### config.mk
export PLATFORM = sky130hd
export DESIGN_NAME = memory_write_register
export DESIGN_NICKNAME = d
export VERILOG_FILES = /design/src/rtl/rv32i_pkg.sv /design/src/rtl/store_lane_align.sv /design/src/rtl/memory_write_register.sv
export SDC_FILE = /design/constraint.sdc
export NUM_CORES = 1
export LEC_CHECK = 0
export CAP_MARGIN = 25
export CORE_ASPECT_RATIO = 0.75
export CORE_UTILIZATION = 31
export DETAILED_ROUTE_END_ITERATION = 12
export SETUP_SLACK_MARGIN = 0.5
export SLEW_MARGIN = 40
export SYNTH_ARGS = -nofsm -noshare
export SYNTH_HDL_FRONTEND = slang
export SYNTH_SLANG_ARGS = --single-unit
### constraint.sdc
create_clock -name mwr_clk -period 2.05 [get_ports mwr_clk]
set_clock_uncertainty 0.2 [all_clocks]
set_input_delay 0.41 -clock mwr_clk [delete_from_list [all_inputs] [get_ports mwr_clk]]
set_output_delay 0.41 -clock mwr_clk [all_outputs]
set_load 0.01 [all_outputs]
### src/rtl/rv32i_pkg.sv
// Shared RV32I constants: store funct3 encodings, store-unit error codes and
// the write-register state encoding.
package rv32i_pkg;

    localparam logic [2:0] F3_SB = 3'b000;
    localparam logic [2:0] F3_SH = 3'b001;
    localparam logic [2:0] F3_SW = 3'b010;

    localparam logic [1:0] ERR_NONE     = 2'b00;
    localparam logic [1:0] ERR_MISALIGN = 2'b01;
    localparam logic [1:0] ERR_ILLEGAL  = 2'b10;
    localparam logic [1:0] ERR_TIMEOUT  = 2'b11;

    typedef enum logic {
        MWR_IDLE = 1'b0,
        MWR_BUSY = 1'b1
    } mwr_state_e;

endpackage

### src/rtl/store_lane_align.sv
// Combinational store aligner: replicates rs2 data across byte lanes, builds
// byte enables and classifies the store as misaligned or illegal.
module store_lane_align
    import rv32i_pkg::*;
(
    input  logic [1:0]  addr,
    input  logic [31:0] data,
    input  logic [2:0]  funct3,
    output logic [31:0] wdata,
    output logic [3:0]  be,
    output logic        misaligned,
    output logic        illegal
);

    // NOTE: every output gets a default before the case so no path can leave
    // one unassigned, which would otherwise infer a latch.
    always_comb begin
        wdata      = '0;
        be         = '0;
        misaligned = 1'b0;
        illegal    = 1'b0;
        case (funct3)
            F3_SB: begin
                wdata = {4{data[7:0]}};
                be    = 4'b0001 << addr;
            end
            F3_SH: begin
                wdata      = {2{data[15:0]}};
                be         = 4'b0011 << addr;
                misaligned = addr[0];
            end
            F3_SW: begin
                wdata      = data;
                be         = 4'b1111;
                misaligned = |addr;
            end
            default: illegal = 1'b1;
        endcase
    end

endmodule

### src/rtl/memory_write_register.sv
// Single-entry store register: accepts one store from the core, drives a
// req/ack write to data memory and reports completion, errors or timeout.
module memory_write_register
    import rv32i_pkg::*;
#(
    parameter int TIMEOUT   = 16,
    parameter int TIMEOUT_W = 5
) (
    input  logic        mwr_clk,
    input  logic        mwr_rst_n,
    input  logic        mwr_st_valid,
    output logic        mwr_st_ready,
    input  logic [31:0] mwr_st_addr,
    input  logic [31:0] mwr_st_data,
    input  logic [2:0]  mwr_st_funct3,
    output logic        mwr_mem_req,
    output logic [31:0] mwr_mem_addr,
    output logic [31:0] mwr_mem_wdata,
    output logic [3:0]  mwr_mem_be,
    input  logic        mwr_mem_ack,
    output logic        mwr_done,
    output logic        mwr_err,
    output logic [1:0]  mwr_err_code
);

    mwr_state_e           state_q, state_d;
    logic [TIMEOUT_W-1:0] cnt_q, cnt_d;
    logic                 mem_req_q, mem_req_d;
    logic [31:0]          mem_addr_q, mem_addr_d;
    logic [31:0]          mem_wdata_q, mem_wdata_d;
    logic [3:0]           mem_be_q, mem_be_d;
    logic                 done_q, done_d;
    logic                 err_q, err_d;
    logic [1:0]           err_code_q, err_code_d;

    logic [31:0] al_wdata;
    logic [3:0]  al_be;
    logic        al_misaligned;
    logic        al_illegal;

    store_lane_align u_align (
        .addr       (mwr_st_addr[1:0]),
        .data       (mwr_st_data),
        .funct3     (mwr_st_funct3),
        .wdata      (al_wdata),
        .be         (al_be),
        .misaligned (al_misaligned),
        .illegal    (al_illegal)
    );

    assign mwr_st_ready = (state_q == MWR_IDLE);

    always_comb begin
        state_d     = state_q;
        cnt_d       = cnt_q;
        mem_req_d   = mem_req_q;
        mem_addr_d  = mem_addr_q;
        mem_wdata_d = mem_wdata_q;
        mem_be_d    = mem_be_q;
        done_d      = 1'b0;
        err_d       = 1'b0;
        err_code_d  = err_code_q;
        case (state_q)
            MWR_IDLE: begin
                // Rejected stores leave the memory-side registers untouched.
                if (mwr_st_valid) begin
                    if (al_illegal) begin
                        err_d      = 1'b1;
                        err_code_d = ERR_ILLEGAL;
                    end else if (al_misaligned) begin
                        err_d      = 1'b1;
                        err_code_d = ERR_MISALIGN;
                    end else begin
                        state_d     = MWR_BUSY;
                        cnt_d       = '0;
                        mem_req_d   = 1'b1;
                        mem_addr_d  = {mwr_st_addr[31:2], 2'b00};
                        mem_wdata_d = al_wdata;
                        mem_be_d    = al_be;
                    end
                end
            end
            MWR_BUSY: begin
                // Ack is tested first so a last-cycle ack still completes.
                if (mwr_mem_ack) begin
                    state_d   = MWR_IDLE;
                    cnt_d     = '0;
                    mem_req_d = 1'b0;
                    done_d    = 1'b1;
                end else if (cnt_q == TIMEOUT_W'(TIMEOUT - 1)) begin
                    state_d    = MWR_IDLE;
                    cnt_d      = '0;
                    mem_req_d  = 1'b0;
                    err_d      = 1'b1;
                    err_code_d = ERR_TIMEOUT;
                end else begin
                    cnt_d = cnt_q + TIMEOUT_W'(1);
                end
            end
            default: state_d = MWR_IDLE;
        endcase
    end

    // NOTE: state registers use non-blocking assignments so every flop samples
    // the pre-edge values regardless of statement order.
    always_ff @(posedge mwr_clk or negedge mwr_rst_n) begin
        if (!mwr_rst_n) begin
            state_q     <= MWR_IDLE;
            cnt_q       <= '0;
            mem_req_q   <= 1'b0;
            mem_addr_q  <= '0;
            mem_wdata_q <= '0;
            mem_be_q    <= '0;
            done_q      <= 1'b0;
            err_q       <= 1'b0;
            err_code_q  <= ERR_NONE;
        end else begin
            state_q     <= state_d;
            cnt_q       <= cnt_d;
            mem_req_q   <= mem_req_d;
            mem_addr_q  <= mem_addr_d;
            mem_wdata_q <= mem_wdata_d;
            mem_be_q    <= mem_be_d;
            done_q      <= done_d;
            err_q       <= err_d;
            err_code_q  <= err_code_d;
        end
    end

    assign mwr_mem_req   = mem_req_q;
    assign mwr_mem_addr  = mem_addr_q;
    assign mwr_mem_wdata = mem_wdata_q;
    assign mwr_mem_be    = mem_be_q;
    assign mwr_done      = done_q;
    assign mwr_err       = err_q;
    assign mwr_err_code  = err_code_q;

endmodule

# Yosys cells after proc, flatten, opt, wreduce, memory -nomap -nowiden
# Cells that the tools add are included.
# word_totals
regBits,77
output_inout_bits,74
mem_count,0
elab_cells,66
ram_bits,0
inputBits,71
mem_bits_ro,0
latchBits,0
# classes
eq_ne,10
n_div,0
bitwise,2
multipliers,0
n_reduce_logical,7
magnitude_cmp,0
shift,2
n_mux,35
n_addsub,1
# ops
cell,count
32-bit case mux with 3 select lines,1
5-bit two-way mux,5
1-bit two-way mux,17
4-bit case mux with 3 select lines,1
4-bit AND reduction,3
2-bit two-way mux,5
5-bit case mux with 2 select lines,1
"2-bit != test, second input constant",4
1-bit case mux with 2 select lines,4
"3-bit by 2-bit != test with 1-bit output, second input constant",2
"5-bit by 1-bit adder with 5-bit output, second input constant",1
"5-bit by 4-bit == test with 1-bit output, second input constant",1
2-bit case mux with 2 select lines,1
"1-bit by 2-bit << shifter with 4-bit output, first input constant",1
"2-bit by 2-bit << shifter with 4-bit output, first input constant",1
"3-bit by 1-bit == test with 1-bit output, second input constant",1
"3-bit by 2-bit == test with 1-bit output, second input constant",1
3-bit zero test,1
3-bit AND reduction,1
3-bit OR reduction,1
"2-bit by 1-bit != test with 1-bit output, second input constant",1
1-bit inverter,2
2-bit OR reduction,1

# Logic depth before layout (Yosys ltp)
# Gate-level depths: netlist of run 1.
# depth
depth_word,6
mapped_depth,6
mapped_depth_nobuf,5

# Hierarchy
# From an unflattened synthesis of run 1, not the netlist that was laid out.
# hier_totals
hier_cells,292
area_unflattened_um2,3562.2
# by_module_without_submodules
mod,n_inst,area_per_inst_um2,cells_each
memory_write_register,1,3015.4,191
store_lane_align,1,546.8,101

# Worst setup path after synthesis of run 1
# OpenSTA, ideal clock, no wires.
# synth_path
path_kind,input-to-reg
startpoint,input port mwr_st_funct3[0]
endpoint,"register mem_addr_q[23], in the netlist mwr_mem_addr[23]"
slack_ps,368
setup_ps,125
path_stages,4
t_arrival_ps,1356
required_time_ps,1725
path_cell_list,nor4_4 -> o21ai_4 -> buf_4 -> mux2_4
# synth_between
elab_chain_len,4
elab_cells_between_ends,7
cone_classes,2 x eq/ne; 1 x mux; 1 x bitwise; 3 x reduce/logical
# synth_lines
element,line_no,rtl
from (decl),memory_write_register.sv:15,"input logic [2:0] mwr_st_funct3,"
3-bit by 2-bit == test with 1-bit output or 3-bit by 1-bit == test with 1-bit output (tied branches),store_lane_align.sv:22,case (funct3)
1-bit case mux with 2 select lines,store_lane_align.sv:22,
1-bit inverter (no source line),-,
4-bit AND reduction (no source line) (*),-,
to (signal assigned),memory_write_register.sv:121,mem_addr_q <= mem_addr_d;
to (decl),memory_write_register.sv:29,"logic [31:0] mem_addr_q, mem_addr_d;"
# Mark *: on every way between the ends. The rest lies on a longest branch, timed or not.
# A chain may end at the register's enable or synchronous reset.

# Worst setup path after layout of run 1
# layout_path
startpoint,register state_q
endpoint,"register mem_wdata_q[1], in the netlist mwr_mem_wdata[1]"
# layout_between
elab_chain_len,2
# layout_lines
element,line_no,rtl
from (decl),memory_write_register.sv:26,"mwr_state_e state_q, state_d;"
from (signal assigned),memory_write_register.sv:118,state_q <= state_d;
1-bit inverter,-,
4-bit AND reduction (no source line),-,
to (signal assigned),memory_write_register.sv:122,mem_wdata_q <= mem_wdata_d;
to (decl),memory_write_register.sv:30,"logic [31:0] mem_wdata_q, mem_wdata_d;"
# Every way passes these cells.

==> flow_summary.yaml, run 1 <==
run_status:
  status: "finished, violations left"
  failed_checks: "DRC"
final_layout:
  layout_commonest_cell: "dfrtp_1"
  final_cell_mix: "76 x dfrtp_1, 73 x buf_2, 62 x clkdlybuf4s50_1, 39 x mux2_4, 28 x buf_4"
  nets: 548
  areaGrowthSynthToFinish_pct: 64.0
  drive_gt1_share_pct: 45.5
  fin_area_um2: 5770
  n_antenna_cell: 0
synthesis:
  synth_area_um2: 3520
  yosysTopAreaCell: "dfrtp_1"
  synth_sequential_area_ratio_pct: 54.8
  synth_top_area_share_pct: 54.8
  netlist_instances: 288
  syn_area_per_cell_um2: 12.2
  yosysUniqueCellTypes: 38
  yosys_warnings: 0
  yosys_register_bits: 77
  ys_top_cells_by_area: "dfrtp_1 55%, mux2_4 16%, a21oi_1 3.6%"
clock_network:
  clkTransAtPathRegs_ns: 0.06
  cts_buffer_depth: 2
  cts_buffers: 9
  htreeDepth: 3
  cts_root_buf: "clkbuf_16"
  clk_latency_ns: 0.33
  cts.sinks: 77
  cts_tree: "yes"
detailed_routing:
  vias: 2932
  drt-total-wl_um: 10200
  met2_length_um: 4730
  routed.top_layer: "met4"
  drt_iter0_markers: 86
  drc: 16
  dr.pass1.iters: 8
  via_per_inst: 4.72
  wl_met1_um: 4570
  met3_length_um: 857
  ant_nets: 0
  post_drt_wl_per_cell_um: 16.5
pwr:
  power.density_nw_per_um2: 910
  peakVddDrop_uv: 477
  p_leak_nw: 2.83
grt:
  grt_pass1_vias: 2938
  grt_util_all_layers_pct: 17.6
  antenna_found_initial: 0
  grt_max_degree: 78
  grt_pass1_wl_um: 15800
  gr-total-overflow: 0
setup_path:
  end_kind: "flop"
  cp_num_cells: 6
  required_ns: 2.06
  rr_worst_depth: 6
  cp_common_cell: "buf_12"
  cp_max_fo: 17
  crit_slowest_cell: "dfrtp_2"
  cp_cell_sequence: "buf_6, nor2b_4, o21ai_4, buf_12, buf_12, mux2_4"
  cp-start-kind: "flop"
  worstPathArrival_ns: 1.71
  crit_buf_inv: 3
  crit_type: "reg -> reg"
  critPathTopFamily: "buffers and inverters"
  rr_startpoint: "state_q"
  crit_path_start: "state_q"
  cpPeakStageDelay_ns: 0.42
die:
  start_util_pct: 32.0
  die_height_um: 94.2
  ios: 145
  floorplan.core_area_um2: 11000
  rows: 33
  die_area_um2: 11800
  die_w_um: 125
timing:
  hold_viol_final: 0
  layout_min_cycle_time_ns: 1.70
  setup_violations: 0
  max_freq_mhz: 590
  fin_crit_sh_pct: 82.7
  final_max_slew_viol_count: 0
  layout_setup_ws_ns: 0.355
  rsz0062_at_grt: "true"
worst_hold_path:
  hold_class: "reg -> reg"
  min-delay-start: "mwr_mem_wdata[17]"
  hold_depth: 2
job:
  maxCapViolations: 0
place:
  io_buffers: 142
  place_area_um2: 5220
  pre_cts_slack_ns: -0.288
  gp_congestion: 0.781
  dp_hpwl_um: 6500
[Yosys cell counts (all sizes together)]
library cell,count
and2,1
nor4,1
conb,1
a21boi,1
nor3,2
a21bo,1
a311oi,1
inv,1
o32a,1
dfrtp,77
a31oi,1
nor2b,11
nand3b,1
ha,1
a211oi,1
o21ai,25
nand3,2
nor2,13
mux2,39
o2bb2ai,2
o21bai,1
and3,1
a21oi,25
mux2i,8
nand2b,2
clkbuf,7
nor3b,3
o31ai,9
buf,12
or2,1
nand2,33
a21o,2
o211a,1
[worst reg2reg max path, cell delays in order, from the launching register on]
cell and delay (ns):
dfrtp_2 0.42, buf_6 0.13, nor2b_4 0.13, o21ai_4 0.09, buf_12 0.15, buf_12 0.15, mux2_4 0.31
[area by class of cell]
type | count | area [um^2]
clock buffers | 10 | 239
clock inverters | 6 | 62.6
fillers | 1019 | 5210
inverters | 1 | 6.26
multi-input cells | 192 | 1640
flip-flops and latches | 77 | 1930
well taps | 140 | 175
repair buffers | 195 | 1720
[power breakdown]
group | internal, mW | switching (mW)
registers | 1.87 | 0.187
logic | 0.918 | 0.681
clock network | 0.971 | 0.630
[repair_timing]
item                                    CTS  global route
gates cloned                              4             3
setup buffers                            15            10
resized for setup                       325            39
endpoints found under the setup margin  148            83
hold buffers                              1             0
pin swaps                                 9             7
hold endpoints to repair                 77             0
[layer usage]
metal / GRT usage (%) / vias up
met3: 7.00 / 8
met2: 28.7 / 92
met1: 21.6 / 1439
li1: - / 1393
met4: 4.88 / 0
met5: 0 / -
[cells by family after synthesis]
group                    after synthesis  synth area share [%]
AO/OA/AOI/OAI                         71                  12.3
adder cells (fa/ha/maj)                1                 0.356
buffers and inverters                 20                  3.81
flip-flops                            77                  54.8
multiplexers                          47                  18.8
other                                  1                 0.107
AND/OR/NAND/NOR                       71                  9.78
[state kept, by name (all words and copies together), names as in the netlist]
register	flops
mwr_mem_wdata	32
mwr_mem_addr	30
cnt_q	5
mwr_mem_be	4
mwr_err_code	2
mwr_done	1
mwr_err	1
mwr_mem_req	1
state_q	1
[path summary, 6_finish.rpt]
kind                       slack [ns]                end
max                              0.35   mwr_mem_wdata[1]
min                              0.27  mwr_mem_wdata[17]
max reg2reg                      0.35   mwr_mem_wdata[1]
min reg2reg                      0.27  mwr_mem_wdata[17]
max in group asynchronous        0.87            state_q
min in group asynchronous        0.44   mwr_mem_addr[11]
[metrics by stage]
step	power [mW]	instances	hold WS [ns]	utilization [%]	TNS, ns
after floorplan	2.79	289	-0.0856	-	0
after global placement	3.78	572	0.262	47.6	-14.95
after detailed placement	3.80	572	0.269	47.6	-16.54
after CTS	5.24	608	0.281	50.8	0
after global routing	5.53	621	0.299	52.5	0
final	5.25	621	0.274	52.5	0
(Power assumes the default switching activity.)
==> inputs of run 2 (changes only) <==
- clock period: 2.05 -> 1.5 ns (I/O delays scaled with it)
==> flow_summary.yaml, run 2 (synthesis gave the netlist of run 1 again) <==
run_status:
  status: "finished, violations left"
  failed_checks: "DRC, hold timing, setup timing"
grt:
  grt_util_all_layers_pct: 18.8
  gr-total-overflow: 0
  grt_max_degree: 25
  grt_pass1_wl_um: 16600
  grt_use_met1_pct: 23.3
  antenna_found_initial: 0
  grt_pass1_vias: 3074
  met3_usage_pct: 7.92
  grt.busiest_layer: "met2"
  use_met2_pct: 30.5
timing:
  fin_crit_sh_pct: 114
  layout_setup_ws_ns: -0.216
  rsz0062_at_grt: "true"
  hold_ws_ns: -0.331
  hold_viol_final: 77
  max_freq_mhz: 583
  setup_violations: 75
  final_max_slew_viol_count: 0
  layout_min_cycle_time_ns: 1.72
detailed_routing:
  vias: 3090
  drc: 16
  via_per_inst: 4.66
  drt_iter0_markers: 98
  dr.pass1.iters: 8
  drt-total-wl_um: 10900
  post_drt_wl_per_cell_um: 16.5
  ant_nets: 0
die:
  ios: 145
  rows: 33
  floorplan.core_area_um2: 11000
  die_area_um2: 11800
  die_height_um: 94.2
  start_util_pct: 32.0
  die_w_um: 125
final_layout:
  layout_commonest_cell: "dfrtp_1"
  drive_gt1_share_pct: 49.1
  areaGrowthSynthToFinish_pct: 81.9
  largest_reg_flops: 32
  final_cell_mix: "76 x dfrtp_1, 65 x buf_4, 63 x clkdlybuf4s50_1, 52 x buf_2, 39 x mux2_4"
  nets: 591
  fillCellCount: 947
  n_antenna_cell: 0
clock_network:
  cts_tree: "yes"
  cts.sinks: 77
  cts_root_buf: "clkbuf_16"
  clk_latency_ns: 0.33
  htreeDepth: 3
  cts_buffers: 9
  clkTransAtPathRegs_ns: 0.06
  cts_buffer_depth: 2
pwr:
  peakVddDrop_uv: 574
  p_leak_nw: 3.17
  power.internal_mw: 5.95
  clkPwrFrac_pct: 31.4
  p_total_mw: 8.09
  power.density_nw_per_um2: 1260
  p_seq_share_pct: 35.0
  p_switching_mw: 2.13
  pwr-share-comb_pct: 33.6
  switching_share_pct: 26.4
place:
  dp_hpwl_um: 6720
  pre_cts_slack_ns: -0.752
  io_buffers: 142
  gp_congestion: 0.777
setup_path:
  end_kind: "flop"
  cp-start-kind: "flop"
  crit_type: "reg -> reg"
  worstPathArrival_ns: 1.74
  cp_max_fo: 6
  required_ns: 1.52
job:
  maxCapViolations: 0
worst_hold_path:
  hold_class: "in -> async"
[run 2: per-layer routing]
layer | wire length (um) | share of wire, %
met5 | 0 | 0
met4 | 74 | 0.68
met3 | 929 | 8.5
met2 | 5140 | 47
met1 | 4810 | 44
[run 2: what timing repair did]
action,4_1_cts,5_1_grt
gates resized for setup,376,18
setup buffers,37,19
pin swaps,13,5
gates cloned,11,1
endpoints found under the setup margin,148,149
hold endpoints to repair,70,19
[run 2: worst paths after layout]
path                       slack (ns)             start  cells after the start           endpoint
max in group asynchronous        0.97         mwr_rst_n                      2      mwr_mem_be[1]
hold / removal                  -0.33         mwr_rst_n                      1   mwr_mem_addr[12]
hold reg to reg                  0.29     mwr_mem_be[1]                      2      mwr_mem_be[1]
setup reg to reg                -0.22           state_q                      6    mwr_mem_addr[9]
setup / recovery                -0.22           state_q                      6    mwr_mem_addr[9]
min in group mwr_clk             0.20  mwr_st_funct3[2]                      3  mwr_mem_wdata[17]
[run 2: area by class of cell]
class,instances,area [um^2],share of cell area (%)
timing repair buffer,238,2300,36.0
sequential,77,1930,30.1
multi-input combinational,192,1640,25.6
clock buffer,11,253,3.95
tap,140,175,2.74
clock inverter,4,95.1,1.49
inverter,1,6.26,0.0978
[run 2: per-stage QoR]
stage	hold slack (ns)	setup TNS (ns)	utilization, %	cell area (um^2)	std cells
after detailed placement	0.0321	-51.11	48.2	5290	580
after global routing	-0.322	-13.86	58.2	6400	663
after floorplan	-0.196	-1.54	-	3560	289
after global placement	0.0274	-48.05	48.2	5290	580
after CTS	-0.327	-11.20	55.9	6140	643
final	-0.331	-11.56	58.2	6400	663
[run 2: critical path, cell delays in order, from the launching register on]
cell and delay (ns):
dfrtp_2 0.40, buf_6 0.12, nor2b_4 0.14, o21ai_4 0.11
buf_12 0.17, clkbuf_16 0.16, mux2_4 0.29
[run 2: power by group through the flow]
stage | registers [mW] | logic (mW) | clock network, mW
3_3_place_gp | 2.85 | 2.34 | 0
3_5_place_dp | 2.85 | 2.38 | 0
2_1_floorplan | 3.05 | 0.774 | 0
4_1_cts | 2.82 | 2.48 | 2.59
6_report | 2.83 | 2.72 | 2.54
5_1_grt | 2.88 | 2.91 | 2.71
==> inputs of run 3 (changes only) <==
- CORE_ASPECT_RATIO: 0.75 -> not set
- CORE_UTILIZATION: 31 -> 39
- PLACE_DENSITY: not set -> 0.77
==> flow_summary.yaml, run 3 (synthesis gave the netlist of run 1 again) <==
run_status:
  status: "finished, violations left"
  failed_checks: "hold timing, setup timing"
clock_network:
  cts_tree: "yes"
  cts.sinks: 77
  clkTransAtPathRegs_ns: 0.08
  cts_buffers: 9
  htreeDepth: 3
  clk_latency_ns: 0.34
  cts_root_buf: "clkbuf_8"
  cts_buffer_depth: 2
pwr:
  power.density_nw_per_um2: 1190
  p_seq_share_pct: 39.0
  p_leak_nw: 3.05
  switching_share_pct: 28.9
  peakVddDrop_uv: 795
  p_total_mw: 7.25
  pwr-share-comb_pct: 38.1
  p_switching_mw: 2.10
  power.internal_mw: 5.15
  clkPwrFrac_pct: 22.9
final_layout:
  areaGrowthSynthToFinish_pct: 73.2
  n_antenna_cell: 0
  fillCellCount: 628
  layout_commonest_cell: "buf_4"
  nets: 596
  drive_gt1_share_pct: 51.2
  final_cell_mix: "78 x buf_4, 76 x dfrtp_1, 63 x clkdlybuf4s50_1, 60 x buf_2, 39 x mux2_4"
  largest_reg_flops: 32
timing:
  hold_ws_ns: -0.239
  layout_setup_ws_ns: -0.0944
  fin_crit_sh_pct: 106
  rsz0062_at_grt: "true"
  hold_viol_final: 77
  final_max_slew_viol_count: 0
  max_freq_mhz: 627
  setup_violations: 64
  layout_min_cycle_time_ns: 1.59
setup_path:
  required_ns: 1.53
  cp_cell_sequence: "buf_6, buf_6, nand2b_4, nor3_4, or2_4, mux2_4"
  cp_max_fo: 3
  worstPathArrival_ns: 1.62
  cp_common_cell: "buf_6"
  rr_worst_depth: 6
  r2r_end: "mwr_err_code[0]"
  worst-r2r-setup-slack_ns: -0.09
  crit_slowest_cell: "dfrtp_2"
  rr_startpoint: "state_q"
  cp-start-kind: "flop"
  end_kind: "flop"
  crit_type: "reg -> reg"
  cpPeakStageDelay_ns: 0.43
detailed_routing:
  drt-total-wl_um: 10800
  post_drt_wl_per_cell_um: 17.0
  drt_iter0_markers: 62
  dr.pass1.iters: 4
  ant_nets: 0
  via_per_inst: 4.99
  drc: 0
  vias: 3171
worst_hold_path:
  hold_class: "in -> async"
die:
  die_area_um2: 9400
  floorplan.core_area_um2: 8720
  start_util_pct: 40.3
  die_w_um: 97.0
  ios: 145
  die_height_um: 97.0
  rows: 34
place:
  gp_congestion: 0.832
  dp_hpwl_um: 6610
  io_buffers: 142
  pre_cts_slack_ns: -0.809
job:
  maxCapViolations: 0
grt:
  grt_pass1_wl_um: 16100
  grt_max_degree: 78
  antenna_found_initial: 0
  grt_pass1_vias: 3173
  gr-total-overflow: 0
  grt_util_all_layers_pct: 21.8
run 3: cell types whose count changed in the layout (fill, tap and decap cells not counted), moves of 5 or more:
| cell | change |
|---|---|
| clkbuf_8 | +7 |
| nand2_1 | -8 |
| buf_6 | -12 |
| buf_4 | +13 |
| clkbuf_16 | -8 |
| buf_2 | +8 |
| buf_16 | -5 |
run 3: worst max path at each step:
stage	depth (start not counted)	slack (ns)	from	end
2_1_floorplan	4	-0.04	mwr_st_addr[0]	mwr_mem_addr[10]
3_3_place_gp	5	-0.74	mwr_st_funct3[2]	mwr_mem_addr[2]
3_5_place_dp	7	-0.81	mwr_st_addr[0]	mwr_mem_wdata[24]
4_1_cts	6	-0.08	state_q	mwr_err_code[0]
5_1_grt	5	-0.14	state_q	mwr_mem_wdata[6]
6_report	6	-0.09	state_q	mwr_err_code[0]
run 3: critical path, delay by kind of cell, from the launching register on:
family / cells / cell delay [ns]
buf+inv: 2 / 0.25
flops: 1 / 0.43
mux: 1 / 0.25
simple gates: 3 / 0.35
run 3: cell type report:
cell class | instances | area, um^2 | area share (%)
timing repair buffer | 243 | 2150 | 35.3
inverter | 1 | 3.75 | 0.0616
tap | 108 | 135 | 2.22
sequential | 77 | 1930 | 31.6
clock inverter | 5 | 77.6 | 1.27
multi-input combinational | 192 | 1670 | 27.5
clock buffer | 9 | 124 | 2.03
run 3: metrics by stage:
step,hold slack (ns),std cells,area [um^2],utilization (%),setup TNS [ns]
detailed placement,0.161,551,5260,60.3,-56.82
global route,-0.206,635,6090,69.9,-7.53
floorplan,-0.196,289,3560,-,-1.54
CTS,-0.225,608,5730,65.7,-3.02
finish,-0.239,635,6090,69.9,-3.75
global placement,0.150,551,5260,60.3,-52.21
run 3: what timing repair did:
| item | CTS | global route |
|---|---|---|
| pin swaps | 15 | 4 |
| setup buffers | 39 | 25 |
| endpoints found under the setup margin | 148 | 149 |
| cloned | 4 | 2 |
| hold endpoints to repair | 77 | 77 |
| resized for setup | 370 | 28 |
run 3: routing by layer:
metal  GRT usage (%)  vias to the layer above  share of wire, %
met1            26.8                     1538                41
met2            35.9                      138                50
met5               0                        -                 0
met3            6.65                       19               7.2
li1                -                     1476                 -
met4            8.38                        0               1.7
run 3: power by group through the flow:
stage,sequential (mW),combinational [mW],clock [mW]
final,2.83,2.77,1.66
after floorplan,3.05,0.774,0
after global placement,2.84,2.33,0
after global routing,2.88,2.96,1.77
after detailed placement,2.85,2.38,0
after CTS,2.79,2.40,1.69
